**config.mk**
```make
export PLATFORM = sky130hd
export DESIGN_NAME = ring_phase_gen_mc
export DESIGN_NICKNAME = d
export VERILOG_FILES = /design/src/rtl/ring_phase_gen_mc.sv
export SDC_FILE = /design/constraint.sdc
export NUM_CORES = 1
export LEC_CHECK = 0
export ABC_CLOCK_PERIOD_IN_PS = 9450
export CORE_ASPECT_RATIO = 1.5
export CORE_UTILIZATION = 46
export CTS_BUF_LIST = sky130_fd_sc_hd__clkbuf_4
export DETAILED_ROUTE_END_ITERATION = 7
export DONT_BUFFER_PORTS = 1
export HOLD_SLACK_MARGIN = 0.08
export PLACE_DENSITY = 0.71
export SETUP_SLACK_MARGIN = 0.3
export SYNTH_ARGS = -nofsm -noshare
export SYNTH_HDL_FRONTEND = slang
export SYNTH_SLANG_ARGS = --single-unit
export TNS_END_PERCENT = 20
```
**constraint.sdc**
```tcl
create_clock -name CLK -period 9.45 [get_ports CLK]
set_input_delay 1.4175 -clock CLK [delete_from_list [all_inputs] [get_ports CLK]]
set_output_delay 1.4175 -clock CLK [all_outputs]
set_load 0.03 [all_outputs]
```
**src/rtl/ring_phase_gen_mc.sv**
```systemverilog
// Multi-channel circular phase generator feeding the CORDIC angle input.
// Per-channel programmable range/step, round-robin onto one valid/ready stream.
module ring_phase_gen_mc #(
    parameter int unsigned     WIDTH     = 16,
    parameter int unsigned     NUM_CH    = 2,
    parameter int unsigned     CH_W      = 1,
    parameter logic [WIDTH-1:0] START_DEF = 16'd8191,
    parameter logic [WIDTH-1:0] END_DEF   = 16'd57344,
    parameter bit              DIR_DEF   = 1'b0
) (
    input  logic             CLK,
    input  logic             SCLR_N,
    input  logic             cfg_valid,
    output logic             cfg_ready,
    input  logic [CH_W-1:0]  cfg_ch,
    input  logic [WIDTH-1:0] cfg_start,
    input  logic [WIDTH-1:0] cfg_end,
    input  logic             cfg_dir,
    input  logic [WIDTH-1:0] cfg_step,
    input  logic             en,
    output logic             m_valid,
    input  logic             m_ready,
    output logic [WIDTH-1:0] m_data,
    output logic [CH_W-1:0]  m_ch,
    output logic             m_wrap
);

    localparam int unsigned      CNT_W    = ($clog2(WIDTH) > 0) ? $clog2(WIDTH) : 1;
    localparam logic [WIDTH-1:0] DIFF_DEF = DIR_DEF ? (END_DEF - START_DEF) : (START_DEF - END_DEF);
    localparam logic [WIDTH:0]   LEN_DEF  = {1'b0, DIFF_DEF} + (WIDTH+1)'(1);

    typedef enum logic [1:0] {S_IDLE, S_LEN, S_DIV, S_COMMIT} state_t;

    state_t           r_state, w_state_nxt;
    logic             r_cfg_ready;
    logic [CH_W-1:0]  r_cfg_ch;
    logic [WIDTH-1:0] r_cfg_start, r_cfg_end, r_cfg_step;
    logic             r_cfg_dir;
    logic [WIDTH:0]   r_len;
    logic [WIDTH-1:0] r_rem, r_dvd;
    logic [CNT_W-1:0] r_cnt;

    logic [WIDTH-1:0] r_ch_start [NUM_CH];
    logic             r_ch_dir   [NUM_CH];
    logic [WIDTH:0]   r_ch_len   [NUM_CH];
    logic [WIDTH-1:0] r_ch_step  [NUM_CH];
    logic [WIDTH-1:0] r_ch_off   [NUM_CH];
    logic             r_ch_wrap  [NUM_CH];

    logic [CH_W-1:0]  r_rr;
    logic             r_m_valid, r_m_wrap;
    logic [WIDTH-1:0] r_m_data;
    logic [CH_W-1:0]  r_m_ch;

    logic             w_cfg_acc, w_fire;
    logic [WIDTH-1:0] w_diff;
    logic [WIDTH:0]   w_rem_sh, w_rem_nxt;
    logic [WIDTH-1:0] w_start, w_off, w_step, w_val, w_off_nxt;
    logic             w_dir, w_wrap, w_wrap_nxt;
    logic [WIDTH:0]   w_len, w_sum;

    assign w_cfg_acc = cfg_valid && (r_state == S_IDLE);
    assign w_fire    = en && (r_state == S_IDLE) && (!r_m_valid || m_ready);

    // Config sequencer: accept, compute length, divide, commit.
    always_comb begin
        w_state_nxt = r_state;
        case (r_state)
            S_IDLE:   if (w_cfg_acc) w_state_nxt = S_LEN;
            S_LEN:    w_state_nxt = S_DIV;
            S_DIV:    if (r_cnt == CNT_W'(WIDTH-1)) w_state_nxt = S_COMMIT;
            S_COMMIT: w_state_nxt = S_IDLE;
            default:  w_state_nxt = S_IDLE;
        endcase
    end

    always_ff @(posedge CLK or negedge SCLR_N) begin
        if (!SCLR_N) begin
            r_state     <= S_IDLE;
            r_cfg_ready <= 1'b1;
        end else begin
            r_state     <= w_state_nxt;
            r_cfg_ready <= (w_state_nxt == S_IDLE);
        end
    end

    // Restoring division step: remainder of latched step over range length.
    assign w_diff    = r_cfg_dir ? (r_cfg_end - r_cfg_start) : (r_cfg_start - r_cfg_end);
    assign w_rem_sh  = {r_rem, r_dvd[WIDTH-1]};
    assign w_rem_nxt = (w_rem_sh >= r_len) ? (w_rem_sh - r_len) : w_rem_sh;

    always_ff @(posedge CLK or negedge SCLR_N) begin
        if (!SCLR_N) begin
            r_cfg_ch    <= '0;
            r_cfg_start <= '0;
            r_cfg_end   <= '0;
            r_cfg_dir   <= 1'b0;
            r_cfg_step  <= '0;
            r_len       <= '0;
            r_rem       <= '0;
            r_dvd       <= '0;
            r_cnt       <= '0;
        end else begin
            if (w_cfg_acc) begin
                r_cfg_ch    <= cfg_ch;
                r_cfg_start <= cfg_start;
                r_cfg_end   <= cfg_end;
                r_cfg_dir   <= cfg_dir;
                r_cfg_step  <= cfg_step;
            end
            if (r_state == S_LEN) begin
                r_len <= {1'b0, w_diff} + (WIDTH+1)'(1);
                r_rem <= '0;
                r_dvd <= r_cfg_step;
                r_cnt <= '0;
            end else if (r_state == S_DIV) begin
                r_rem <= WIDTH'(w_rem_nxt);
                r_dvd <= r_dvd << 1;
                r_cnt <= r_cnt + CNT_W'(1);
            end
        end
    end

    // Round-robin channel select and next-offset arithmetic.
    always_comb begin
        w_start = r_ch_start[0];
        w_dir   = r_ch_dir[0];
        w_len   = r_ch_len[0];
        w_step  = r_ch_step[0];
        w_off   = r_ch_off[0];
        w_wrap  = r_ch_wrap[0];
        for (int unsigned i = 0; i < NUM_CH; i++) begin
            if (r_rr == CH_W'(i)) begin
                w_start = r_ch_start[i];
                w_dir   = r_ch_dir[i];
                w_len   = r_ch_len[i];
                w_step  = r_ch_step[i];
                w_off   = r_ch_off[i];
                w_wrap  = r_ch_wrap[i];
            end
        end
        w_sum      = {1'b0, w_off} + {1'b0, w_step};
        w_wrap_nxt = (w_sum >= w_len);
        w_off_nxt  = WIDTH'(w_wrap_nxt ? (w_sum - w_len) : w_sum);
        w_val      = w_dir ? (w_start + w_off) : (w_start - w_off);
    end

    always_ff @(posedge CLK or negedge SCLR_N) begin
        if (!SCLR_N) begin
            for (int unsigned i = 0; i < NUM_CH; i++) begin
                r_ch_start[i] <= START_DEF;
                r_ch_dir[i]   <= DIR_DEF;
                r_ch_len[i]   <= LEN_DEF;
                r_ch_step[i]  <= '0;
                r_ch_off[i]   <= '0;
                r_ch_wrap[i]  <= 1'b0;
            end
            r_rr      <= '0;
            r_m_valid <= 1'b0;
            r_m_data  <= '0;
            r_m_ch    <= '0;
            r_m_wrap  <= 1'b0;
        end else begin
            for (int unsigned i = 0; i < NUM_CH; i++) begin
                if ((r_state == S_COMMIT) && (r_cfg_ch == CH_W'(i))) begin
                    r_ch_start[i] <= r_cfg_start;
                    r_ch_dir[i]   <= r_cfg_dir;
                    r_ch_len[i]   <= r_len;
                    r_ch_step[i]  <= r_rem;
                    r_ch_off[i]   <= '0;
                    r_ch_wrap[i]  <= 1'b0;
                end else if (w_fire && (r_rr == CH_W'(i))) begin
                    r_ch_off[i]  <= w_off_nxt;
                    r_ch_wrap[i] <= w_wrap_nxt;
                end
            end
            if (w_fire) begin
                r_m_valid <= 1'b1;
                r_m_data  <= w_val;
                r_m_ch    <= r_rr;
                r_m_wrap  <= w_wrap;
                r_rr      <= (r_rr == CH_W'(NUM_CH-1)) ? '0 : (r_rr + CH_W'(1));
            end else if (r_m_valid && m_ready) begin
                r_m_valid <= 1'b0;
            end
        end
    end

    assign cfg_ready = r_cfg_ready;
    assign m_valid   = r_m_valid;
    assign m_data    = r_m_data;
    assign m_ch      = r_m_ch;
    assign m_wrap    = r_m_wrap;

endmodule

```
==> results of run 1 <==
## Yosys cell counts (all sizes together) (12+ instances only)
cell	count	area, sq um
buf	18	95.1
nor2	74	278
a21oi	85	425
mux2i	62	621
nand3	25	125
o21ai	116	581
nand4	13	81.3
dfstp	29	762
o21a	18	135
mux2	173	1950
a211oi	12	90.1
a22o	23	201
ha	103	1290
nand2	142	536
xor2	29	254
clkbuf	49	184
nor3	22	110
a21o	13	97.6
inv	77	289
dfrtp	231	5780
xnor2	54	473
## cell families after synthesis
family / count (synthesis) / share of synthesized area [%]
compound gates: 367 / 14.9
simple gates: 357 / 10.9
flops: 260 / 41.1
mux: 235 / 16.1
buf+inv: 145 / 3.59
fa+ha+maj: 109 / 8.85
xor+xnor: 83 / 4.57
## metal layers
metal / track usage, % / wire length [um] / vias to the layer above
met5: 0 / 0 / -
met4: 12.6 / 2080 / 0
met3: 3.30 / 1270 / 97
met2: 39.2 / 19700 / 243
met1: 27.1 / 16500 / 5668
li1: - / - / 5657
## state kept, by name, summed over array words and instances (netlist names), 4 cells and up
name,count
r_cfg_step,16
r_cfg_start,16
r_len,17
r_ch_len,34
r_ch_step,32
r_cnt,4
r_cfg_end,16
m_data,16
r_ch_start,32
r_rem,16
r_dvd,16
r_ch_off,32
## cell type report
cell class	instances	area (sq um)
Tap cell	425	532
Multi-Input combinational cell	1151	8830
Sequential cell	260	6550
Fill cell	3087	17100
Clock inverter	25	121
Inverter	78	293
Clock buffer	84	631
Antenna cell	1	2.50
Timing Repair Buffer	11	82.6
## critical path, delay by kind of cell (launching register included)
kind                     cells  cell delay [ns]
AND/OR/NAND/NOR              5             1.54
XOR/XNOR                     1             0.23
multiplexers                 2             0.84
buffers and inverters        1             0.66
AO/OA/AOI/OAI                6             1.53
adder cells (fa/ha/maj)      2             0.66
flip-flops                   1             0.71
## final timing paths
kind                                             to  slack, ns
hold reg to reg            r_ch_off[29]$_DFFE_PN0P_       0.48
max in group asynchronous          r_rr$_DFFE_PN0P_       8.43
min in group CLK           r_ch_off[29]$_DFFE_PN0P_       0.48
hold / removal              r_ch_off[1]$_DFFE_PN0P_       0.36
setup reg to reg            r_ch_off[5]$_DFFE_PN0P_       3.16
setup / recovery            r_ch_off[5]$_DFFE_PN0P_       3.16
## per-stage QoR
stage	area [sq um]	util [%]	worst slack, ns
4_1_cts	17000	49.9	3.16
3_3_place_gp	16300	47.7	3.15
5_1_grt	17000	49.9	2.87
6_report	17000	49.9	3.16
3_5_place_dp	16300	47.7	3.14
2_1_floorplan	15900	-	2.88
==> impl_metrics.tcl, run 1 <==
set metrics [dict create \
    antenna_found_initial 1 \
    worstReg2RegStart "r_rr$_DFFE_PN0P_" \
    synth-seq-area-share_pct 41.1 \
    status "complete, no violations" \
    place_inst 1925 \
    tns_ns 0 \
    syn_to_final_growth_pct 7.03 \
    grtUsageTotal_pct 22.7 \
    rows 83 \
    layout.nets 1726 \
    grt_remaining_overflow 0 \
    viasPerCell 5.73 \
    root_buffer "clkbuf_4" \
    finalCriticalPeriod_ns 6.29 \
    hold_path.class "input pin to asynchronous set/reset pin" \
    crit_start "r_rr$_DFFE_PN0P_" \
    io_buffers 0 \
    cts_setup_buffers 0 \
    cpPeakStageDelay_ns 0.71 \
    firstDrtPassIters 5 \
    fp.dieH_um 230 \
    drtIter0Drc 549 \
    yosys_warnings 0 \
    finalSetupViolCount 0 \
    worstPathRequired_ns 10.10 \
    holdWs_ns 0.362 \
    drc 0 \
    worstPathArrival_ns 6.93 \
    hpwl_um 29100 \
    ys_ff_latch 260 \
    die_area_sq_um 35400 \
    final-hold-violation-count 0 \
    wirelength_um 39500 \
    cts_tree "done" \
    cts_buffers 60 \
    syn_area_sq_um 15900 \
    cts_sinks 260 \
    ios 75 \
    htree_levels 2 \
    slew_violations 0 \
    layout_commonest_cell "dfrtp_1" \
    cts_resized 0 \
    grt_pass1_wl_um 63100 \
    worst_slew_pin_slew_ns 1.20 \
    die_w_um 154 \
    final_cell_mix "230 x dfrtp_1, 173 x mux2_2, 139 x nand2_1, 116 x o21ai_0, 102 x ha_1" \
    cts_buffer_depth 3 \
    synth-edff-count 0 \
    crit_path_top_delay_cell "dfrtp_4" \
    start_util_pct 46.6 \
    synth.avg_cell_area_sq_um 10.2 \
    postCtsHoldBufs 0 \
    cp-start-kind "register" \
    layout.cells.non_filler 2035 \
    critPathKind "register to register" \
    max_freq_mhz 159 \
    endpoint_kind "register" \
    grt_max_degree 261 \
    ys.flop_type "dfrtp_1" \
    slew_headroom_pct 20.3 \
    path_clk_slew_ns 0.08 \
    postSynth.asyncResetShare_pct 100 \
    crit_chain "buf_4 > mux2_2 > ha_1 > o21ai_0 > o21ai_0 > a2111oi_0 > nor3_1 > a31o_2 > xor2_1 > ha_1 > and2_1 > or4_1 > nor2_1 > o211ai_1 > nand2_1 > mux2_2 > a22o_1" \
    drive_gt1_share_pct 20.0 \
    post_drt_wl_per_cell_um 19.4 \
    final.period_utilization_pct 66.5 \
    final.setup_skew_ns 0.0466 \
    clk_latency_ns 0.75 \
    grt_pass1_vias 11700 \
    num_vias 11700 \
    gp_congestion 0.929 \
    rsz0062_at_grt "no" \
    post_synth_num_cell_types 75 \
    max_cap_violations 0 \
    reg2reg_depth 17 \
    design.core.area_sq_um 34200 \
    syn-instance-count 1556 \
    drtAntennaViolNets 0 \
    cp_max_fo 49 \
    synth_fp_nets 1720 \
]
Power of run 1 is left out: the tool's default activity adds up to more than one toggle a clock period on the data nets, which glitch-free logic cannot reach.
==> inputs of run 2 (changes only) <==
ABC_AREA = 1   (was not set)
ABC_CLOCK_PERIOD_IN_PS = 5100   (was 9450)
PLACE_DENSITY = 0.73   (was 0.71)
clock period = 5.1 ns   (was 9.45 ns; I/O delays follow)
==> impl_metrics.tcl, run 2 <==
set metrics [dict create \
    ios 75 \
    largest_register_ffs 34 \
    htree_levels 3 \
    worstPathArrival_ns 5.21 \
    final-hold-violation-count 244 \
    clk_latency_ns 0.79 \
    cts_buffers 67 \
    final.setup_skew_ns 0.0880 \
    worstReg2RegStart "r_rr$_DFFE_PN0P_" \
    drtIter0Drc 961 \
    finalSetupViolCount 0 \
    die_w_um 155 \
    antenna_found_initial 3 \
    rows 83 \
    grtUsageTotal_pct 24.7 \
    status "finished with violations" \
    largest-register "r_ch_len" \
    final.period_utilization_pct 89.1 \
    die_area_sq_um 36000 \
    yosysMostFrequentCell "nand2_1" \
    grt_pass1_wl_um 70100 \
    grt_pass1_vias 14200 \
    start_util_pct 47.0 \
    ys.flop_type "dfrtp_1" \
    synth-edff-count 0 \
    firstDrtPassIters 7 \
    critPathKind "register to register" \
    post_drt_wl_per_cell_um 15.9 \
    tns_ns 0 \
    hold_path.class "input pin to asynchronous set/reset pin" \
    worstPathRequired_ns 5.77 \
    final_util_pct 51.3 \
    gp_congestion 0.933 \
    synth_top_area_cell "dfrtp_1" \
    hpwl_um 31700 \
    cts_buffer_depth 3 \
    wirelength_um 43200 \
    nFillCells 3460 \
    cp-start-kind "register" \
    netlist_top_cells_count "692 x nand2_1, 256 x inv_1, 231 x dfrtp_1, 186 x o21ai_0, 135 x nand3_1" \
    cts_tree "done" \
    slew_violations 0 \
    path_clk_slew_ns 0.07 \
    grt_max_degree 261 \
    worst_slew_pin_slew_ns 0.926 \
    root_buffer "clkbuf_4" \
    io_buffers 0 \
    synth_fp_nets 2335 \
    postSynth.asyncResetShare_pct 100 \
    layout.cells.non_filler 2718 \
    viasPerCell 5.23 \
    holdWs_ns -0.318 \
    yosys_warnings 0 \
    final_cell_mix "690 x nand2_1, 252 x inv_1, 230 x dfrtp_1, 175 x o21ai_0, 135 x nand3_1" \
    syn_area_sq_um 16200 \
    syn_to_final_growth_pct 9.13 \
    slew_headroom_pct 38.3 \
    layout_commonest_cell "nand2_1" \
    num_vias 14200 \
    cts_sinks 260 \
    fp.dieH_um 232 \
    drive_gt1_share_pct 9.35 \
    finalCriticalPeriod_ns 4.54 \
    design.core.area_sq_um 34500 \
    grt_remaining_overflow 0 \
    rsz0062_at_grt "yes" \
    endpoint_kind "register" \
    ys_ff_latch 260 \
    crit_start "r_rr$_DFFE_PN0P_" \
    drtAntennaViolNets 0 \
    synth.avg_cell_area_sq_um 7.47 \
    max_cap_violations 0 \
    cp_max_fo 10 \
    post_synth_num_cell_types 52 \
    synth-seq-area-share_pct 40.3 \
    syn-instance-count 2171 \
    reg2reg_depth 20 \
    violations "negative hold slack" \
    max_freq_mhz 220 \
    place_inst 2594 \
    drc 0 \
    synthTopCellsByArea "dfrtp_1 36%, nand2_1 16%, ha_1 7.9%, inv_1 5.9%, o21ai_0 5.7%" \
    synth_top_area_share_pct 35.6 \
    layout.nets 2368 \
]
run 2: cell types whose count changed after synthesis, moves of 16 or more:
| cell | change |
|---|---|
| a21oi_1 | +34 |
| a22o_1 | -23 |
| inv_1 | +179 |
| mux2_2 | -171 |
| mux2i_1 | -43 |
| nand2_1 | +551 |
| nand3_1 | +110 |
| nor2_1 | +39 |
| o21a_1 | -16 |
| o21ai_0 | +70 |
| xnor2_1 | -29 |
run 2: per-layer routing:
layer  global-route usage (%)  part of all wire [%]  vias up
li1                         -                     -     7110
met1                     28.8                    41     6652
met2                     42.8                    50      350
met3                     4.52                   4.4      112
met4                     13.7                   5.0        2
met5                        0                 0.025        -
run 2: area by class of cell:
cell class / instances / area, sq um / area share [%]
Multi-Input combinational cell: 1579 / 8430 / 47.6
Sequential cell: 260 / 6550 / 37.0
Inverter: 259 / 985 / 5.56
Clock buffer: 93 / 698 / 3.94
Tap cell: 467 / 584 / 3.30
Timing Repair Buffer: 37 / 313 / 1.77
Clock inverter: 19 / 131 / 0.742
Antenna cell: 4 / 10.0 / 0.0566
run 2: path summary, 6_finish.rpt:
path | endpoint | slack [ns]
worst min register to register | r_ch_off[13]$_DFFE_PN0P_ | 0.48
worst min-delay path | r_cfg_start[5]$_DFFE_PN0P_ | -0.32
worst max-delay path | r_ch_off[22]$_DFFE_PN0P_ | 0.56
max in group asynchronous | r_rem[7]$_DFFE_PN0P_ | 4.92
worst max register to register | r_ch_off[22]$_DFFE_PN0P_ | 0.56
min in group CLK | r_cfg_end[15]$_DFFE_PN0P_ | 0.15
run 2: per-stage QoR:
stage	worst slack (ns)	area, sq um
after floorplan	1.05	16200
after global placement	0.542	16700
after detailed placement	0.414	16700
after CTS	0.333	17600
after global routing	0.253	17700
final	0.556	17700
run 2: timing repair:
item                                   in CTS  in global routing
resized for setup                           0                 23
endpoints found under the hold margin     260                260
setup endpoints to repair                   0                 34
buffers inserted                            0                  7
run 2: logic make-up (layout without fill, tap and decap cells):
family / count (synthesis) / after routing / share of synthesized area [%]
compound gates: 381 / 381 / 12.8
xor+xnor: 67 / 67 / 3.62
flops: 260 / 260 / 40.3
other cells: 0 / 4 / 0
mux: 21 / 21 / 1.31
fa+ha+maj: 109 / 109 / 8.69
simple gates: 1001 / 1001 / 25.3
buf+inv: 332 / 408 / 7.95
run 2: worst max-delay path: stages (launching register included):
cell	delay, ns
dfrtp_4	0.55
buf_4	0.17
o21ai_0	0.40
inv_1	0.25
ha_1	0.44
nand2_1	0.09
o21ai_0	0.26
inv_1	0.07
nand2_1	0.11
xor2_1	0.41
ha_1	0.37
a21oi_1	0.22
o21ai_1	0.09
a21oi_1	0.12
nand2_1	0.10
nand2_1	0.11
nand2_4	0.11
buf_4	0.18
o21ai_0	0.09
o21ai_1	0.13
o21ai_1	0.18
Power of run 2 is left out for the same reason.
==> inputs of run 3 (changes only) <==
ABC_AREA = not set   (was 1)
==> impl_metrics.tcl, run 3 (synthesized netlist as in run 1, its figures left out) <==
set metrics [dict create \
    die_area_sq_um 35400 \
    endpoint_kind "register" \
    cts_sinks 260 \
    grt_pass1_vias 12300 \
    fp.dieH_um 230 \
    placed_cell_area_sq_um 16500 \
    drive_gt1_share_pct 23.2 \
    reg2reg_depth 18 \
    start_util_pct 46.6 \
    die_w_um 154 \
    final-hold-violation-count 231 \
    crit_chain "buf_8 > mux2_2 > ha_4 > o21ai_0 > o21ai_2 > and4_1 > or3_1 > a21oi_2 > xnor2_2 > ha_2 > and2_1 > or4_4 > nor2_1 > o211ai_1 > nand2_2 > buf_12 > mux2_2 > a22o_1" \
    grt_remaining_overflow 0 \
    max_freq_mhz 211 \
    syn_to_final_growth_pct 9.66 \
    violations "negative hold slack" \
    max_cap_violations 0 \
    grt_max_degree 261 \
    cp-start-kind "register" \
    htree_levels 2 \
    wirelength_um 40300 \
    slew_violations 0 \
    rows 83 \
    final_cell_mix "230 x dfrtp_1, 170 x mux2_2, 138 x nand2_1, 112 x o21ai_0, 99 x ha_1" \
    cts_buffers 61 \
    final.period_utilization_pct 92.9 \
    drc 0 \
    cp_num_cells 18 \
    post_drt_wl_per_cell_um 19.5 \
    nFillCells 2999 \
    final.setup_skew_ns 0.0322 \
    status "finished with violations" \
    holdWs_ns -0.267 \
    design.core.area_sq_um 34200 \
    path_clk_slew_ns 0.07 \
    crit_path_top_delay_cell "dfrtp_4" \
    slew_headroom_pct 35.1 \
    worst_slew_pin_slew_ns 0.973 \
    layout_commonest_cell "dfrtp_1" \
    viasPerCell 5.74 \
    cp.buffers_inverters 2 \
    largest-register "r_ch_len" \
    worstReg2RegStart "r_rr$_DFFE_PN0P_" \
    num_vias 11900 \
    cpLargestDelayFamily "simple AND/OR/NAND/NOR gates" \
    ios 75 \
    drtAntennaViolNets 0 \
    cp_max_fo 13 \
    worstReg2RegEnd "r_ch_off[7]$_DFFE_PN0P_" \
    hold_path.class "input pin to asynchronous set/reset pin" \
    cpPeakStageDelay_ns 0.53 \
    grtUsageTotal_pct 23.1 \
    gp_congestion 1.08 \
    drtIter0Drc 663 \
    clk_latency_ns 0.74 \
    cts_buffer_depth 3 \
    cp_common_cell "mux2_2" \
    worstPathArrival_ns 5.37 \
    io_buffers 0 \
    final_area_sq_um 17500 \
    worstPathRequired_ns 5.73 \
    finalSetupViolCount 0 \
    tns_ns 0 \
    layout.nets 1756 \
    finalCriticalPeriod_ns 4.74 \
    rsz0062_at_grt "yes" \
    antenna_found_initial 1 \
    critPathKind "register to register" \
    grt_pass1_wl_um 64300 \
    hpwl_um 29600 \
    root_buffer "clkbuf_4" \
    r2r_setup_slack_ns 0.36 \
    firstDrtPassIters 5 \
    largest_register_ffs 34 \
    cts_tree "done" \
]
[run 3: cell count changes in the layout (fill, tap and decap cells not counted), moves of 35 or more]
cell / previous run / this run
a21oi_1: 118 / 83
mux2i_1: 19 / 60
nand3_1: 135 / 25
nand2_1: 690 / 138
nor2_1: 111 / 73
mux2_2: 2 / 170
inv_1: 252 / 76
o21ai_0: 175 / 112
[run 3: how the worst max path moves through the flow]
stage,from,slack (ns),end
6_report,r_rr$_DFFE_PN0P_,0.36,r_ch_off[7]$_DFFE_PN0P_
5_1_grt,r_rr$_DFFE_PN0P_,0.19,r_ch_off[7]$_DFFE_PN0P_
4_1_cts,r_rr$_DFFE_PN0P_,0.31,r_ch_off[2]$_DFFE_PN0P_
3_5_place_dp,r_rr$_DFFE_PN0P_,-0.05,r_ch_off[13]$_DFFE_PN0P_
3_3_place_gp,r_rr$_DFFE_PN0P_,0.15,r_ch_off[2]$_DFFE_PN0P_
2_1_floorplan,r_rr$_DFFE_PN0P_,-0.14,r_ch_off[10]$_DFFE_PN0P_
[run 3: timing repair]
action,CTS,global route
buffers inserted,3,7
hold endpoints to repair,260,260
resized for setup,10,24
setup endpoints to repair,32,32
pin swaps,2,6
[run 3: area by class of cell]
class	count	area, sq um	area share, %
tap	425	532	3.05
inverter	78	293	1.68
clock buffer	88	661	3.78
antenna	1	2.50	0.0143
sequential	260	6550	37.5
clock inverter	25	100	0.573
multi-input combinational	1151	8980	51.5
timing repair buffer	40	340	1.95
[run 3: through the flow]
step	cells	utilization (%)	worst slack, ns
after global routing	2068	51.1	0.185
after floorplan	1556	-	-0.144
final	2068	51.1	0.360
after global placement	1944	48.2	0.150
after detailed placement	1944	48.2	-0.0509
after CTS	2060	50.6	0.311
[run 3: per-layer routing]
| layer | vias to the layer above | global-route usage [%] | share of wire, % |
|---|---|---|---|
| met3 | 108 | 3.68 | 3.5 |
| met5 | - | 0 | 0 |
| met1 | 5806 | 26.2 | 40 |
| li1 | 5711 | - | - |
| met4 | 0 | 15.0 | 6.2 |
| met2 | 247 | 40.1 | 50 |
Power of run 3 is left out for the same reason.
